**src/rtl/bsg_parity_check_segmented_pkg.sv**
```systemverilog
`default_nettype none
// ============================================================================
// Package  : bsg_parity_check_segmented_pkg
// Purpose  : Shared constants and helpers for segmented-parity links. The
//            generator and the checker both use these.
// Revision : 1.0 - initial release
// ============================================================================
package bsg_parity_check_segmented_pkg;

   // Parity polarity selectors
   localparam int parity_even = 0;
   localparam int parity_odd  = 1;

   // Total data width of a segmented word
   function automatic int total_width(input int segments, input int segment_width);
      return segments * segment_width;
   endfunction

endpackage
`default_nettype wire

```
**src/rtl/bsg_reduce_segmented.sv**
```systemverilog
`default_nettype none
// ============================================================================
// Module   : bsg_reduce_segmented
// Purpose  : Per-segment reduction of a wide word. The word is split into
//            segments_p equal slices, and each slice is reduced to one bit
//            with XOR, AND or OR.
// Revision : 1.0 - initial release
// ============================================================================
module bsg_reduce_segmented
   import bsg_parity_check_segmented_pkg::*;
#(
   parameter int segments_p      = 1,
   parameter int segment_width_p = 1,
   parameter int xor_p           = 1,
   parameter int and_p           = 0
)
(
   input  logic [total_width(segments_p, segment_width_p)-1:0] i,
   output logic [segments_p-1:0]                               o
);

   for (genvar j = 0; j < segments_p; j++) begin : g_seg
      if (xor_p != 0) begin : g_xor
         assign o[j] = ^i[j*segment_width_p +: segment_width_p];
      end else if (and_p != 0) begin : g_and
         assign o[j] = &i[j*segment_width_p +: segment_width_p];
      end else begin : g_or
         assign o[j] = |i[j*segment_width_p +: segment_width_p];
      end
   end

endmodule
`default_nettype wire

```
**src/rtl/bsg_parity_check_segmented.sv**
```systemverilog
`default_nettype none
// ============================================================================
// Module   : bsg_parity_check_segmented
// Purpose  : Receive-side segmented parity checker. It holds one output
//            register with a valid/yumi handshake. The output carries the data
//            and a per-segment error mask. The module also keeps sticky error
//            status, the first error mask and a saturating count of error words.
// Revision : 1.0 - initial release
// ============================================================================
module bsg_parity_check_segmented
   import bsg_parity_check_segmented_pkg::*;
#(
   parameter int segments_p      = 4,
   parameter int segment_width_p = 8,
   parameter int odd_p           = parity_even,
   parameter int err_cnt_width_p = 16
)
(
   input  logic                                                clk_i,
   input  logic                                                reset_i,
   input  logic                                                v_i,
   input  logic [total_width(segments_p, segment_width_p)-1:0] data_i,
   input  logic [segments_p-1:0]                               parity_i,
   output logic                                                ready_o,
   output logic                                                v_o,
   output logic [total_width(segments_p, segment_width_p)-1:0] data_o,
   output logic [segments_p-1:0]                               err_o,
   input  logic                                                yumi_i,
   input  logic                                                clear_i,
   output logic                                                sticky_err_o,
   output logic [segments_p-1:0]                               first_err_o,
   output logic [err_cnt_width_p-1:0]                          err_cnt_o
);

   localparam int data_width = total_width(segments_p, segment_width_p);

   // For odd parity, a matching segment has XOR opposite to its parity bit.
   // Folding a constant mask into the XOR covers both polarities.
   localparam logic [segments_p-1:0] polarity_mask =
      (odd_p == parity_odd) ? {segments_p{1'b1}} : {segments_p{1'b0}};

   localparam logic [err_cnt_width_p-1:0] cnt_one = err_cnt_width_p'(1);

   // Bad parameterisations are rejected at elaboration time
   if (segments_p < 1 || segment_width_p < 1) begin : g_param_check
      $error("bsg_parity_check_segmented: segments_p and segment_width_p must be >= 1");
   end

   logic                     word_valid;
   logic [data_width-1:0]    word_data;
   logic [segments_p-1:0]    word_err;
   logic                     sticky_err;
   logic [segments_p-1:0]    first_err;
   logic [err_cnt_width_p-1:0] err_cnt;

   logic [segments_p-1:0]    seg_xor;
   logic [segments_p-1:0]    err_next;
   logic                     accept;

   bsg_reduce_segmented #(
      .segments_p      (segments_p),
      .segment_width_p (segment_width_p),
      .xor_p           (1),
      .and_p           (0)
   ) reduce (
      .i (data_i),
      .o (seg_xor)
   );

   assign err_next = seg_xor ^ parity_i ^ polarity_mask;

   // The slot is free when it is empty or is being drained this cycle
   assign ready_o = ~word_valid | yumi_i;
   assign accept  = v_i & ready_o;

   // Output register: load on accept, empty on yumi with no refill
   always_ff @(posedge clk_i) begin
      if (reset_i) begin
         word_valid <= 1'b0;
      end else if (accept) begin
         word_valid <= 1'b1;
      end else if (yumi_i) begin
         word_valid <= 1'b0;
      end
   end

   // Data and error mask need no reset: they are meaningless while invalid
   always_ff @(posedge clk_i) begin
      if (accept) begin
         word_data <= data_i;
         word_err  <= err_next;
      end
   end

   // Error statistics. Clear is applied first, and a same-cycle error word then counts.
   always_ff @(posedge clk_i) begin
      if (reset_i) begin
         sticky_err <= 1'b0;
         first_err  <= '0;
         err_cnt    <= '0;
      end else begin
         if (clear_i) begin
            sticky_err <= 1'b0;
            first_err  <= '0;
            err_cnt    <= '0;
         end
         if (accept && (|err_next)) begin
            sticky_err <= 1'b1;
            if (clear_i || !sticky_err) begin
               first_err <= err_next;
            end
            if (clear_i) begin
               err_cnt <= cnt_one;
            end else if (!(&err_cnt)) begin
               err_cnt <= err_cnt + cnt_one;
            end
         end
      end
   end

   assign v_o          = word_valid;
   assign data_o       = word_data;
   assign err_o        = word_err;
   assign sticky_err_o = sticky_err;
   assign first_err_o  = first_err;
   assign err_cnt_o    = err_cnt;

   // The consumer may only take a word that is present
   yumi_only_when_valid: assert property (@(posedge clk_i) disable iff (reset_i) yumi_i |-> word_valid);

endmodule
`default_nettype wire

```
**config.mk**
```make
export PLATFORM = sky130hd
export DESIGN_NAME = bsg_parity_check_segmented
export DESIGN_NICKNAME = d
export VERILOG_FILES = /design/src/rtl/bsg_parity_check_segmented_pkg.sv /design/src/rtl/bsg_reduce_segmented.sv /design/src/rtl/bsg_parity_check_segmented.sv
export SDC_FILE = /design/constraint.sdc
export NUM_CORES = 1
export LEC_CHECK = 0
export ABC_AREA = 1
export CAP_MARGIN = 20
export CORE_MARGIN = 2
export CORE_UTILIZATION = 31
export CTS_CLUSTER_DIAMETER = 80
export DETAILED_ROUTE_END_ITERATION = 16
export PLACE_DENSITY_LB_ADDON = 0.2
export SLEW_MARGIN = 20
export SYNTH_ARGS = -nofsm -noshare
export SYNTH_HDL_FRONTEND = slang
export SYNTH_SLANG_ARGS = --single-unit
```
**constraint.sdc**
```tcl
create_clock -name clk_i -period 2.5 [get_ports clk_i]
set_input_delay 0.75 -clock clk_i [delete_from_list [all_inputs] [get_ports clk_i]]
set_output_delay 0.75 -clock clk_i [all_outputs]
set_load 0.02 [all_outputs]
```
Word-level counts from Yosys, hierarchy flattened
Index checks and enable logic that the tools add are counted.
- output and inout bits: 59
- bits of input ports: 41
- word-level logic and storage cells: 33
- flip-flop bits (word level): 58
- bitwise logic cells: 4
- reduce and logical (&&, ||, !) cells: 11
- mux-type cells: 11
- $add $sub $neg: 1
- operators by type and width (cell ; count):
    two-way mux 16 bit ; 4
    XOR reduction 8 bit ; 4
    adder 16 x 1 -> 16 bit (second input constant) ; 1
    AND reduction 16 bit ; 1
    two-way mux 4 bit ; 3
    two-way mux 1 bit ; 4
    nonzero test 2 bit ; 2
    OR reduction 4 bit ; 1
    XOR 4 bit ; 1
    AND 1 bit ; 1
    logical AND 1 bit ; 1
    logical NOT 1 bit ; 1
    logical OR 1 bit ; 1
    NOT 1 bit ; 1
    bitwise OR 1 bit ; 1

Longest topological paths before layout
- word-level depth: 5
- mapped depth: 16
- gate-level depth less buffers: 15

Cells and area by module
Synthesis repeated with hierarchy kept, for this count alone.
- cells, all modules: 468
- area total of the unflattened synthesis: 3239.4 sq um
- modules (own cells, without submodules) (module ; times used ; cells an instance ; seq. area each (sq um) ; area an instance (sq um)):
    bsg_parity_check_segmented ; 1 ; 280 ; 1521.5 ; 2533.7
    bsg_reduce_segmented ; 1 ; 188 ; 0.0 ; 705.7

Worst setup path after synthesis
OpenSTA, ideal clock, no wires.
- kind: in2reg
- start: in yumi_i
- end: reg word_data[0], in the netlist data_o[0] (enable)
- data arrival time: 2.402 ns
- library setup time: 0.414 ns
- data required time: 2.086 ns
- stages: 5
- buffers on the path: 1
- slack: -0.316 ns
- cell sequence: inv_1 > nand2_1 > nand2_1 > inv_1 > buf_1
- word-level cells in the longest chain between the ends: 2
- RTL lines (item ; line ; text):
    start: declaration ; bsg_parity_check_segmented.sv:28 ; input logic yumi_i,
    bitwise OR 1 bit ; bsg_parity_check_segmented.sv:73 ; assign ready_o = ~word_valid | yumi_i;
    via ready_o ; bsg_parity_check_segmented.sv:24 ; output logic ready_o,
    AND 1 bit ; bsg_parity_check_segmented.sv:74 ; assign accept = v_i & ready_o;
    via accept ; bsg_parity_check_segmented.sv:58 ; logic accept;
    end signal: assignment ; bsg_parity_check_segmented.sv:90 ; word_data <= data_i;
    end: declaration ; bsg_parity_check_segmented.sv:50 ; logic [data_width-1:0] word_data;
The timed path passes the listed nets, and every way through them passes these cells.
A chain may end at the register's enable or synchronous reset.

Worst setup path in the final report
- start: in yumi_i
- end: out ready_o
- word-level cells in the longest chain between the ends: 1
- RTL lines (item ; line):
    bitwise OR 1 bit ; bsg_parity_check_segmented.sv:73
    end: declaration ; bsg_parity_check_segmented.sv:24
Every way passes these cells.

==> flow_summary.yaml <==
power_and_ir_drop:
  power.density_nw_per_um2: 550
  peakVddDrop_mv: 0.333
  totalPowerFinal_mw: 2.50
  static-leakage-power_nw: 1.89
placed_design:
  place.gp.congestion: 0.838
  portBuffers: 99
  dp_hpwl_mm: 5.63
  dp_cells: 623
logic_synthesis:
  ys_ff_latch: 58
  ys_seq_area_frac: 0.490
  syn_inst: 389
  mappedNetlistArea_um2: 3110
  postSynthAreaPerCell_um2: 7.99
  synth.distinct_cells: 27
  synth_fp_nets: 431
  synth_warnings: 0
clock_network:
  cts_buffers: 9
  cts_tree: "yes"
  clk_pin_slew_ps: 70
  clockBufferDepth: 2
  htreeDepth: 3
  clock_latency_ps: 340
  cts.sinks: 58
  root_buffer: "clkbuf_8"
routing:
  post-route-drc-count: 0
  avgViaCountPerCell: 4.47
  ant_nets: 0
  first_iter_violations: 126
  vias: 2858
  routed_wl_mm: 7.57
  avgRoutedWirePerCell_um: 11.8
  dr.pass1.iters: 4
worst_setup_path:
  reg2reg_from: "err_cnt_o[1]"
  critPathRequiredTime_ps: 1750
  path_class: "in -> out"
  worstPathArrival_ps: 1650
  reg2reg_to: "err_cnt_o[1]"
  critPathCaptureType: "output pin"
  critPathLaunchType: "input port"
  cp_max_fo: 2
  rrSetupSlack_ps: 490
  reg2reg_depth: 9
floorplan:
  die_w_um: 104
  rows: 36
  die_area_um2: 10800
  die_h_um: 104
  io_pins: 100
  initial_utilization: 0.318
  core_um2: 9770
timing:
  rsz0062_at_grt: "false"
  finalHoldViolations: 0
  slew_violations: 0
  fin_crit_ps: 2400
  maxSlewHeadroom: 0.710
  final-setup-viol-count: 0
  max_slew.worst_pin.slew_ps: 433
  clock_skew_ps: 7.51
  clock.fmax_mhz: 416
  fin_crit_sh: 0.961
final_layout:
  area_growth_pct: 46.3
  fin_nets: 543
  finalNonFillerCells: 639
  n_fill_cell: 980
  n_antenna_cell: 0
  final_layout_size_suffix_gt1_frac: 0.0791
global_routing:
  track_usage: 0.143
  grt_pass1_wl_mm: 12.7
  grt_overflow_total: 0
  antenna_found_initial: 0
  grt_max_degree: 20
  first_global_vias: 2726
worst_hold_path:
  worst_hold_path.endpoint: "err_cnt_o[12]"
  whs_path_depth: 2
  hp-class: "reg -> reg"
  min-delay-start: "err_cnt_o[12]"
run_status:
  outcome: "finished, final reports clean"
flow_run:
  drv_cap: 0
==> cells in the mapped netlist (all sizes together) <==
cell,instances,area (um2)
dfxtp,22,440
o21ai,8,51.3
nand3,41,210
a211oi,2,20.0
nand2,112,430
nand4,5,31.3
inv,58,218
ha,1,12.5
xnor2,11,96.3
buf,7,47.6
nor3,5,36.3
xor2,16,140
mux2i,1,10.0
nor2,39,161
a21oi,22,110
edfxtp,36,1080
clkbuf,3,11.3
==> sequential cells by signal, summed over array words and instances (netlist names) <==
name,flops
v_o,1
err_cnt_o,16
sticky_err_o,1
data_o,32
err_o,4
first_err_o,4
==> report_power, final <==
group | total [mW] | internal [mW] | switching [mW]
sequential | 1.10 | 1.08 | 0.0190
clock | 0.885 | 0.466 | 0.419
combinational | 0.517 | 0.244 | 0.273
total | 2.50 | 1.79 | 0.712
==> layout by cell type (no fill, tap or decap), drive strengths merged, types with 9 or more instances in the layout <==
master | Yosys | final
edfxtp | 36 | 36
nor2 | 39 | 39
xor2 | 16 | 16
dfxtp | 22 | 22
clkdlybuf4s50 | 0 | 98
nand3 | 41 | 41
buf | 7 | 12
nand2 | 112 | 112
inv | 58 | 60
xnor2 | 11 | 11
a21oi | 22 | 22
clkbuf | 3 | 9
==> logic make-up after synthesis <==
logic type	Yosys count	synth area share
DFF	58	0.490
and+or+nand+nor	202	0.280
adders and majority gates	1	0.00403
AOI/OAI and AO/OA	32	0.0584
buffers and inverters	68	0.0890
muxes	1	0.00322
xor gates and xnor gates	27	0.0761
==> layer usage <==
metal	global-route usage	vias up	wire (um)
li1	-	1464	-
met1	0.178	1310	3350
met2	0.244	76	3690
met3	0.0263	8	408
met4	0.0608	0	116
met5	0	-	0
==> worst max-delay path by stage <==
stage	cells past startpoint	end	slack, ps	from
2_1_floorplan	5	data_o[0]	200	yumi_i
3_3_place_gp	4	ready_o	-150	yumi_i
3_5_place_dp	4	ready_o	-180	yumi_i
4_1_cts	4	ready_o	90	yumi_i
5_1_grt	4	ready_o	40	yumi_i
6_report	4	ready_o	100	yumi_i
==> worst max-delay path, cell delays in order <==
cell and delay, ps:
clkdlybuf4s50_1 460, inv_1 40, nand2_1 70, dlygate4sd2_1 340
==> repair_timing <==
action / in CTS / in global routing
resized for setup: 1 / 0
setup buffers: 0 / 0
setup endpoints to repair: 1 / 0
hold buffers: 0 / 0
==> through the flow <==
stage               cell area, um2  setup WS (ps)  setup TNS, ps   util  hold slack [ps]
global placement              4350           -152           -206  0.445              484
CTS                           4550           88.7              0  0.465              503
floorplan                     3120            198              0      -              559
global route                  4550           37.7              0  0.465              537
detailed placement            4350           -178           -730  0.445              491
finish                        4550           97.8              0  0.465              500
==> final cells by class <==
cell class	instances	area [um2]	share of cell area
timing repair buffer	111	1130	0.248
multi-input combinational	263	1310	0.288
clock buffer	9	124	0.0272
tap	133	166	0.0366
clock inverter	7	77.6	0.0171
sequential	58	1520	0.335
inverter	58	218	0.0479
No activity file was read; power rests on OpenSTA's default activity.
==> variant, RTL diff (config.mk and constraints unchanged) <==
`xor_p` is set to 1 in 2 places; all go to 0.
--- a/src/rtl/bsg_reduce_segmented.sv
+++ b/src/rtl/bsg_reduce_segmented.sv
@@ -11,7 +11,7 @@
 #(
    parameter int segments_p      = 1,
    parameter int segment_width_p = 1,
-   parameter int xor_p           = 1,
+   parameter int xor_p           = 0,
    parameter int and_p           = 0
 )
 (
--- a/src/rtl/bsg_parity_check_segmented.sv
+++ b/src/rtl/bsg_parity_check_segmented.sv
@@ -60,7 +60,7 @@
    bsg_reduce_segmented #(
       .segments_p      (segments_p),
       .segment_width_p (segment_width_p),
-      .xor_p           (1),
+      .xor_p           (0),
       .and_p           (0)
    ) reduce (
       .i (data_i),
Check against the original RTL: not equivalent (Yosys sat finds a counterexample within 4 cycles, from zero or initial values and one cycle with reset_i high).
==> variant against the original RTL <==
Global-route usage grew 1.2 points; register-to-register slack gained 0.24 ns; cell count down 11%; critical endpoint unchanged; total power decreased by 5.6%; die area fell by 7.1%; sequential cell count did not move; synthesized area is 7.3% lower; cell area fell by 6.0%; critical path type unchanged; worst setup slack better by 0.0024 ns; non-clock buffer count unchanged; count of clock-buffer cells in the layout rose by 1; routed wire length is 2.1% lower.
==> variant: results (changes against the original RTL) <==
* Clock Buffer Count: 10 (was 9)
* Part of the total power dissipated in the clock network: 40.6% (was 35.4%)
- Routed wire length: 7400 um (was 7570 um)
- Endpoint of the lowest-slack register-to-register path: err_cnt_o[13]$_SDFF_PP0_ (was err_cnt_o[1]$_SDFF_PP0_)
- The number of cells on the worst hold path is 4 (was 2).
* Number of nets in the synthesized netlist: 386 (was 431)
- Clock Skews: 0.00918 ns (was 0.00751 ns)
- Dpl hpwl: 5230 um (was 5630 um)
* Layout cells sized above 1: 10.0% (was 7.91%)
- Worst min-delay path startpoint: first_err_o[0]$_SDFF_PP0_ (was err_cnt_o[12]$_SDFF_PP0_)
* Layout inverter count without the clock tree: 30 (was 58)
- First-pass GRT wire length: 12,200 um (was 12,700 um)
- Placement-stage worst setup slack: -0.179 ns (was -0.178 ns)
- Cell count after placement: 554 (was 623)
- The post-synthesis area per instance came to 8.37 um^2 (was 7.99 um^2).
* Routability cong.: 0.806 (was 0.838)
- The maximum number of pins on one net before global-route repair was 27 (was 20).
- All-Layer GR Usage: 15.5% (was 14.3%)
- The leakage power total was 1.64 nW (was 1.89 nW).
* Clock tree cell share of total cell area: 5.12% (was 4.43%)
* Min cycle time layout: 2.40 ns (about the same)
* Leading post-synthesis cells by cell area: edfxtp_1 (38%), dfxtp_1 (15%), nand2_1 (12%) (was edfxtp_1 (35%), dfxtp_1 (14%), nand2_1 (13%))
- Outcome: completed (unchanged)
- DRC violation total after the first TritonRoute iteration: 101 (was 126)
- The count of fill cells added during filler insertion was 908 (was 980).
- Endpoint of the worst hold path: first_err_o[0]$_SDFF_PP0_ (was err_cnt_o[12]$_SDFF_PP0_)
- The register-to-register path setup slack is 0.73 ns (was 0.49 ns).
* Post-route core utilization: 46.9% (was 46.5%)
* Via count of the first global-routing pass: 2,607 (was 2,726)
-- variant: logic make-up after synthesis --
family | share of synthesized area [%]
compound gates | 8.12
fa+ha+maj | 0.434
xor+xnor | 0.304
flops | 52.8
buf+inv | 7.21
simple gates | 31.1
-- variant: worst max-delay path: stages --
cell	delay, ns
clkdlybuf4s50_1	0.45
inv_1	0.04
nand2_1	0.07
dlygate4sd2_1	0.33
-- variant: timing repair --
action,in CTS,in global routing
setup buffers,0,0
endpoints found under the setup margin,1,0
resized for setup,1,0
endpoints found under the hold margin,0,0
-- variant: layer usage --
metal | global-route usage [%] | wire (um) | up-vias
li1 | - | - | 1348
met1 | 20.0 | 3580 | 1204
met2 | 24.8 | 3290 | 96
met3 | 3.62 | 475 | 4
met4 | 6.95 | 63 | 0
met5 | 0 | 0 | -
